`src/rtl/inst_mem_loader.sv`:
```
// Instruction memory write-side loader: unpacks a length-prefixed byte stream into
// 32-bit words and issues one write per word while holding the pipeline in stall.
module inst_mem_loader #(
    parameter int ADDR_W    = 11,
    parameter int DATA_W    = 32,
    parameter int MAX_WORDS = 2048
) (
    input  logic              clock,
    input  logic              reset,
    input  logic              start,
    input  logic [7:0]        rx_data,
    input  logic              rx_valid,
    output logic              rx_ready,
    output logic              wr_en,
    output logic [ADDR_W-1:0] wr_addr,
    output logic [DATA_W-1:0] wr_data,
    output logic              busy,
    output logic              done,
    output logic              error
);

    localparam int          BYTES = DATA_W / 8;
    localparam int          BC_W  = $clog2(BYTES);
    localparam int          CNT_W = ADDR_W + 1;
    localparam logic [15:0] MAX_N = 16'(MAX_WORDS);

    typedef enum logic [2:0] {
        S_IDLE,
        S_CNT_HI,
        S_CNT_LO,
        S_DATA,
        S_DONE,
        S_ERROR
    } state_t;

    state_t              state_q, state_d;
    logic [15:0]         n_q, n_d;
    logic [CNT_W-1:0]    word_cnt_q, word_cnt_d;
    logic [BC_W-1:0]     byte_cnt_q, byte_cnt_d;
    logic [7:0]          lane_q [BYTES-1];
    logic [7:0]          lane_d [BYTES-1];
    logic                rx_ready_q, rx_ready_d;
    logic                wr_en_q, wr_en_d;
    logic [ADDR_W-1:0]   wr_addr_q, wr_addr_d;
    logic [DATA_W-1:0]   wr_data_q, wr_data_d;
    logic                busy_q, busy_d;
    logic                done_q, done_d;
    logic                error_q, error_d;

    logic                xfer;
    logic                last_byte;
    logic                last_word;
    logic                n_bad;
    logic [15:0]         n_new;
    logic [CNT_W-1:0]    word_cnt_inc;
    logic [DATA_W-1:0]   word_full;

    assign xfer         = rx_valid & rx_ready_q;
    assign last_byte    = (byte_cnt_q == BC_W'(BYTES - 1));
    assign word_cnt_inc = word_cnt_q + 1'b1;
    assign last_word    = (16'(word_cnt_inc) == n_q);
    assign n_new        = {n_q[15:8], rx_data};
    assign n_bad        = (n_new == 16'd0) || (n_new > MAX_N);

    // Lanes hold the first BYTES-1 bytes of a word; the final byte is taken straight
    // from rx_data so the write can issue on the cycle after the 4th transfer.
    generate
        for (genvar gi = 0; gi < BYTES - 1; gi++) begin : g_lane
            assign lane_d[gi] = (state_q == S_DATA && xfer && byte_cnt_q == BC_W'(gi))
                                ? rx_data : lane_q[gi];
            assign word_full[DATA_W-1-8*gi -: 8] = lane_q[gi];
        end
    endgenerate
    assign word_full[7:0] = rx_data;

    always_comb begin
        state_d    = state_q;
        n_d        = n_q;
        word_cnt_d = word_cnt_q;
        byte_cnt_d = byte_cnt_q;
        rx_ready_d = rx_ready_q;
        wr_en_d    = 1'b0;
        wr_addr_d  = wr_addr_q;
        wr_data_d  = wr_data_q;
        busy_d     = busy_q;
        done_d     = done_q;
        error_d    = error_q;

        case (state_q)
            S_IDLE, S_DONE, S_ERROR: begin
                if (start) begin
                    state_d    = S_CNT_HI;
                    done_d     = 1'b0;
                    error_d    = 1'b0;
                    busy_d     = 1'b1;
                    rx_ready_d = 1'b1;
                    word_cnt_d = '0;
                    byte_cnt_d = '0;
                end
            end
            S_CNT_HI: begin
                if (xfer) begin
                    n_d[15:8] = rx_data;
                    state_d   = S_CNT_LO;
                end
            end
            S_CNT_LO: begin
                if (xfer) begin
                    n_d = n_new;
                    if (n_bad) begin
                        state_d    = S_ERROR;
                        error_d    = 1'b1;
                        busy_d     = 1'b0;
                        rx_ready_d = 1'b0;
                    end else begin
                        state_d = S_DATA;
                    end
                end
            end
            S_DATA: begin
                if (xfer) begin
                    if (last_byte) begin
                        wr_en_d    = 1'b1;
                        wr_addr_d  = word_cnt_q[ADDR_W-1:0];
                        wr_data_d  = word_full;
                        word_cnt_d = word_cnt_inc;
                        byte_cnt_d = '0;
                        // Closing the frame here drops rx_ready together with the
                        // final write, so trailing bytes are never consumed.
                        if (last_word) begin
                            state_d    = S_DONE;
                            busy_d     = 1'b0;
                            done_d     = 1'b1;
                            rx_ready_d = 1'b0;
                        end
                    end else begin
                        byte_cnt_d = byte_cnt_q + 1'b1;
                    end
                end
            end
            default: begin
                state_d    = S_IDLE;
                rx_ready_d = 1'b0;
                busy_d     = 1'b0;
            end
        endcase
    end

    always_ff @(posedge clock) begin
        if (reset) begin
            state_q    <= S_IDLE;
            n_q        <= '0;
            word_cnt_q <= '0;
            byte_cnt_q <= '0;
            lane_q     <= '{default: '0};
            rx_ready_q <= 1'b0;
            wr_en_q    <= 1'b0;
            wr_addr_q  <= '0;
            wr_data_q  <= '0;
            busy_q     <= 1'b0;
            done_q     <= 1'b0;
            error_q    <= 1'b0;
        end else begin
            state_q    <= state_d;
            n_q        <= n_d;
            word_cnt_q <= word_cnt_d;
            byte_cnt_q <= byte_cnt_d;
            lane_q     <= lane_d;
            rx_ready_q <= rx_ready_d;
            wr_en_q    <= wr_en_d;
            wr_addr_q  <= wr_addr_d;
            wr_data_q  <= wr_data_d;
            busy_q     <= busy_d;
            done_q     <= done_d;
            error_q    <= error_d;
        end
    end

    assign rx_ready = rx_ready_q;
    assign wr_en    = wr_en_q;
    assign wr_addr  = wr_addr_q;
    assign wr_data  = wr_data_q;
    assign busy     = busy_q;
    assign done     = done_q;
    assign error    = error_q;

endmodule

```
`config.mk`:
```
export PLATFORM = sky130hd
export DESIGN_NAME = inst_mem_loader
export DESIGN_NICKNAME = d
export VERILOG_FILES = /design/src/rtl/inst_mem_loader.sv
export SDC_FILE = /design/constraint.sdc
export NUM_CORES = 1
export LEC_CHECK = 0
export BUFFER_PORTS_ARGS = -buffer_cell sky130_fd_sc_hd__buf_2
export CELL_PAD_IN_SITES_DETAIL_PLACEMENT = 1
export CELL_PAD_IN_SITES_GLOBAL_PLACEMENT = 1
export CORE_MARGIN = 1
export CORE_UTILIZATION = 41
export CTS_CLUSTER_SIZE = 25
export DETAILED_ROUTE_END_ITERATION = 8
export GPL_TIMING_DRIVEN = 0
export PLACE_DENSITY_LB_ADDON = 0.2
export SYNTH_ARGS = -nofsm -noshare
export SYNTH_HDL_FRONTEND = slang
export SYNTH_SLANG_ARGS = --single-unit
```
`constraint.sdc`:
```
create_clock -name clock -period 2.6 [get_ports clock]
set_clock_uncertainty 0.1 [all_clocks]
set_input_delay 0.13 -clock clock [delete_from_list [all_inputs] [get_ports clock]]
set_output_delay 0.13 -clock clock [all_outputs]
set_load 0.05 [all_outputs]
```
Yosys cells after proc, flatten, opt, wreduce, memory -nomap -nowiden
Cells that the tools add are included.
Widths: inputs -> output; s select.
- memory bits (read-only): 0
- memories: 0
- bits in writable memories: 0
- flip-flop bits (word level): 104
- bits of input ports: 12
- word-level logic and storage cells: 93
- bits in latches: 0
- output and inout port bits: 48
- magnitude comparators: 1
- multipliers: 0
- multiplexer cells: 34
- bitwise operators: 5
- div/mod/pow operators: 0
- $add $sub $neg: 2
- eq/ne operators: 16
- shift operators: 0
- reduce and logical (&&, ||, !) cells: 21
- operator list (operator ; number):
    $mux 12 ; 3
    $pmux 12 s2 ; 1
    $mux 3 ; 7
    $eq 12x16->1 ; 1
    $gt 16x12->1 const B ; 1
    $logic_not 16->1 ; 1
    $pmux 8 s2 ; 1
    $ne 2x2->1 const B ; 7
    $mux 1 ; 13
    $add 12x1->12 const B ; 1
    $pmux 3 s4 ; 1
    $reduce_and 3->1 ; 3
    $mux 8 ; 1
    $reduce_and 4->1 ; 2
    $reduce_and 7->1 ; 1
    $eq 3x2->1 const B ; 2
    $eq 3x3->1 const B ; 2
    $mux 2 ; 3
    $reduce_and 6->1 ; 1
    $reduce_or 3->1 ; 2
    $reduce_and 5->1 ; 1
    $eq 2x2->1 const B ; 2
    $logic_and 1x1->1 ; 4
    $not 1->1 ; 4
    12 further kinds ; 14

Longest topological paths before layout
- word-level depth: 6
- mapped depth: 8
- depth with buffers taken out: 7

Worst setup path before layout
OpenSTA, ideal clock, no wires.
- path kind: register to register
- start point: reg word_cnt_q[0]
- end point: reg state_q[1]
- library setup time: 0.115 ns
- stages on the path, launching flop included: 8
- required time: 2.385 ns
- clock period less this slack: 2.407 ns
- slack: 0.193 ns
- path buffers: 0
- arrival time: 2.192 ns
- path through: dfxtp_1 ha_1 nand4_1 nor4_1 xnor2_1 o21ai_0 or4_4 o21ba_1
- cells in the longest elaborated chain, start to end: 4
- RTL lines (item ; RTL line ; source):
    from (decl) ; 38 ; logic [CNT_W-1:0] word_cnt_q, word_cnt_d;
    from (signal assigned) ; 166 ; word_cnt_q <= word_cnt_d;
    $add 12x1->12 ; 60 ; assign word_cnt_inc = word_cnt_q + 1'b1;
    $eq 12x16->1 ; 61 ; assign last_word = (16'(word_cnt_inc) == n_q);
    $ne 2x2->1 (no source line) ; - ;
    $reduce_and 6->1 (no source line) ; - ;
    to (signal assigned) ; 164 ; state_q <= state_d;
    to (decl) ; 36 ; state_t state_q, state_d;
Every way passes these cells.
A chain may end at the register's enable or synchronous reset.

Final worst setup path
Same ends and word-level chain as after synthesis.

==> reports/qor.yml <==
status: "finished, final reports clean"
seqPwrFrac_pct: 57.5
clkPwrFrac_pct: 33.5
p_int_mw: 2.04
drt_wl_total_um: 12700
yosysMostFrequentCell: "nand2_1"
period_minus_slack_ps: 2470
overflow: 0
antenna_found_initial: 0
crit_family: "simple AND/OR/NAND/NOR gates"
path_cells: "ha_2 > and4_2 > nand4_1 > nand3b_1 > nand4_1 > or4_4 > o21ba_1"
end_kind: "register"
slowest_delay_ps: 600
grt_setup_unrepaired: "no"
hold_path_class: "input pin to register"
reg2reg_from: "word_cnt_q[0]"
p_leak_nw: 1.86
synth-seq-cells: 104
fmax_mhz: 405
slowest_stage: "or4_4"
syn_to_final_growth_pct: 16.1
grtUsageMet2_pct: 42.5
met1_usage_pct: 29.3
ys_top_cells_by_count: "137 x nand2_1, 104 x dfxtp_1, 84 x a21oi_1"
start_kind: "register"
ir_worst_vdd_v: 0.000431
row_count: 37
finalNonFillerCells: 766
dieWidth_um: 106
place.port_buffers: 58
routedWlPerCell_um: 16.6
grt_pass1_wl_um: 20800
power_switching_mw: 0.775
reg2reg_depth: 7
multi_input_area_um2: 2160
synth_area_per_cell_um2: 8.05
ant_nets: 0
hold_end: "lane_q[8]"
synth.distinct_cells: 52
holdCritStartpoint: "rx_data[0]"
final_net_count: 642
ff2ff_setup_slack_ps: 130
h-tree-depth: 3
netlist_area_um2: 4440
critPathBufInv: 0
use_met3_pct: 4.97
synth_nets: 569
cp_data_arrival_time_ps: 2650
max_slew_margin_pct: 28.2
rr_endpoint: "state_q[1]"
min_path_cells: 3
placed_cells: 746
grt_pass1_vias: 4125
setup_viol: 0
required_ps: 2780
yosys.area.top_type: "dfxtp_1"
async_flop_share_pct: 0
gp_congestion: 0.839
cts_made_buffers: 9
cts-root-buf: "clkbuf_8"
die_h_um: 106
ys_seq_area_share_pct: 46.8
vias: 4136
synthCells: 552
synth-edff-count: 0
drv_slew: 0
powerDensity_nw_per_um2: 546
worst_pin_slew_ps: 1070
cts_buffer_depth: 2
dr.pass1.iters: 4
seqCellArea_um2: 2080
dieArea_um2: 11300
io_pins: 60
grt_use_total_pct: 23.7
drive_gt1_share_pct: 15.7
synth.area.top_cells: "dfxtp_1 47%, nand2_1 12%, a21oi_1 9.5%"
cts_tree: "done"
dpl.hpwl_um: 9020
clock_sinks: 104
switching_share_pct: 27.5
p_comb_share_pct: 8.9
core_um2: 10400
fillers: 1334
drv_cap: 0
synth_top_area_share_pct: 46.8
crit_fanout: 7
total_power_mw: 2.82
top_usage_layer: "met2"
vias_per_cell: 5.40
cp_common_cell: "nand4_1"
path_class: "register to register"
drc: 0
hold_viol: 0
post-route-period-util_pct: 95.1
clk_pin_slew_ps: 100
start_util_pct: 42.7
grt_max_degree: 18
insertion_delay_ps: 370
ys_warn_count: 0
ys.flop_type: "dfxtp_1"
insertedDiodeCount: 0
drt_iter0_markers: 165
==> state kept, by name, summed over array words and instances (netlist names) <==
name        flops
done            1
word_cnt_q     12
byte_cnt_q      2
wr_addr        11
wr_data        32
busy            1
lane_q         24
state_q         3
wr_en           1
n_q            16
error           1
==> stage by stage <==
stage	area [um^2]	setup slack, ps	hold WS, ps	TNS [ps]	utilization [%]
after floorplan	4440	193	166	0	-
after global placement	4900	-259	339	-3290	47.1
after detailed placement	4900	-345	348	-8270	47.1
after CTS	5160	12.2	7.38	0	49.5
after global routing	5160	8.26	9.02	0	49.5
final	5160	128	21.6	0	49.5
==> placed cells by master, fill, tap and decap left out, drive strengths merged, types with 3 or more instances in the layout <==
cell type    count
a21oi           84
buf             67
clkbuf          41
clkinvlp         3
dfxtp          104
dlygate4sd3      6
ha               5
inv              4
mux2i           16
nand2          137
nand3           31
nand3b           4
nand4            4
nor2            47
nor3             7
nor4             7
o21ai           11
or3              3
or4              3
xnor2            9
xor2             7
==> timing repair <==
| item | CTS | global route |
|---|---|---|
| hold buffers | 6 | 0 |
| pin swaps | 0 | 1 |
| cloned | 0 | 0 |
| setup endpoints to repair | 60 | 73 |
| resized for setup | 6 | 6 |
| buffers inserted | 0 | 1 |
| hold endpoints to repair | 9 | 0 |
==> worst max path at each step <==
stage / start / to / slack [ps] / cells past startpoint
3_5_place_dp: word_cnt_q[0] / state_q[1] / -350 / 7
3_3_place_gp: word_cnt_q[0] / state_q[1] / -260 / 7
6_report: word_cnt_q[0] / state_q[1] / 130 / 7
4_1_cts: state_q[0] / word_cnt_q[11] / 10 / 7
5_1_grt: word_cnt_q[0] / done / 8 / 7
2_1_floorplan: word_cnt_q[0] / state_q[1] / 190 / 7
==> power groups by stage <==
stage | combinational [mW] | sequential [mW] | clock [mW]
after floorplan | 0.148 | 1.67 | 0
after global placement | 0.236 | 1.66 | 0
after detailed placement | 0.245 | 1.66 | 0
after CTS | 0.252 | 1.62 | 0.971
after global routing | 0.275 | 1.62 | 1.03
final | 0.252 | 1.62 | 0.944
==> worst min-delay path: stages <==
cell,delay [ps]
buf_2,180
nand3_1,90
a21oi_1,60
==> layer usage <==
layer	part of all wire [%]	wire, um	vias to the layer above
met5	0	0	-
met4	0.68	87	0
met3	4.1	527	8
li1	-	-	2018
met2	50	6400	82
met1	45	5710	2028
==> area by class of cell <==
cell class	instances	area share, %
buffer	38	3.88
clock inverter	5	0.824
tap	136	3.30
inverter	3	0.218
multi-input combinational	404	41.9
timing repair buffer	65	6.94
clock buffer	11	2.55
sequential	104	40.4
==> kinds of logic (layout without fill, tap and decap cells) <==
group	Yosys count	count (layout)	synth area share (%)
AOI/OAI and AO/OA	111	111	13.9
buffers and inverters	44	122	5.10
muxes	16	16	3.60
adders and majority gates	5	5	1.41
DFF	104	104	46.8
and+or+nand+nor	256	256	26.0
xor gates and xnor gates	16	16	3.15
Note: power is estimated with default switching activity, not from simulation.
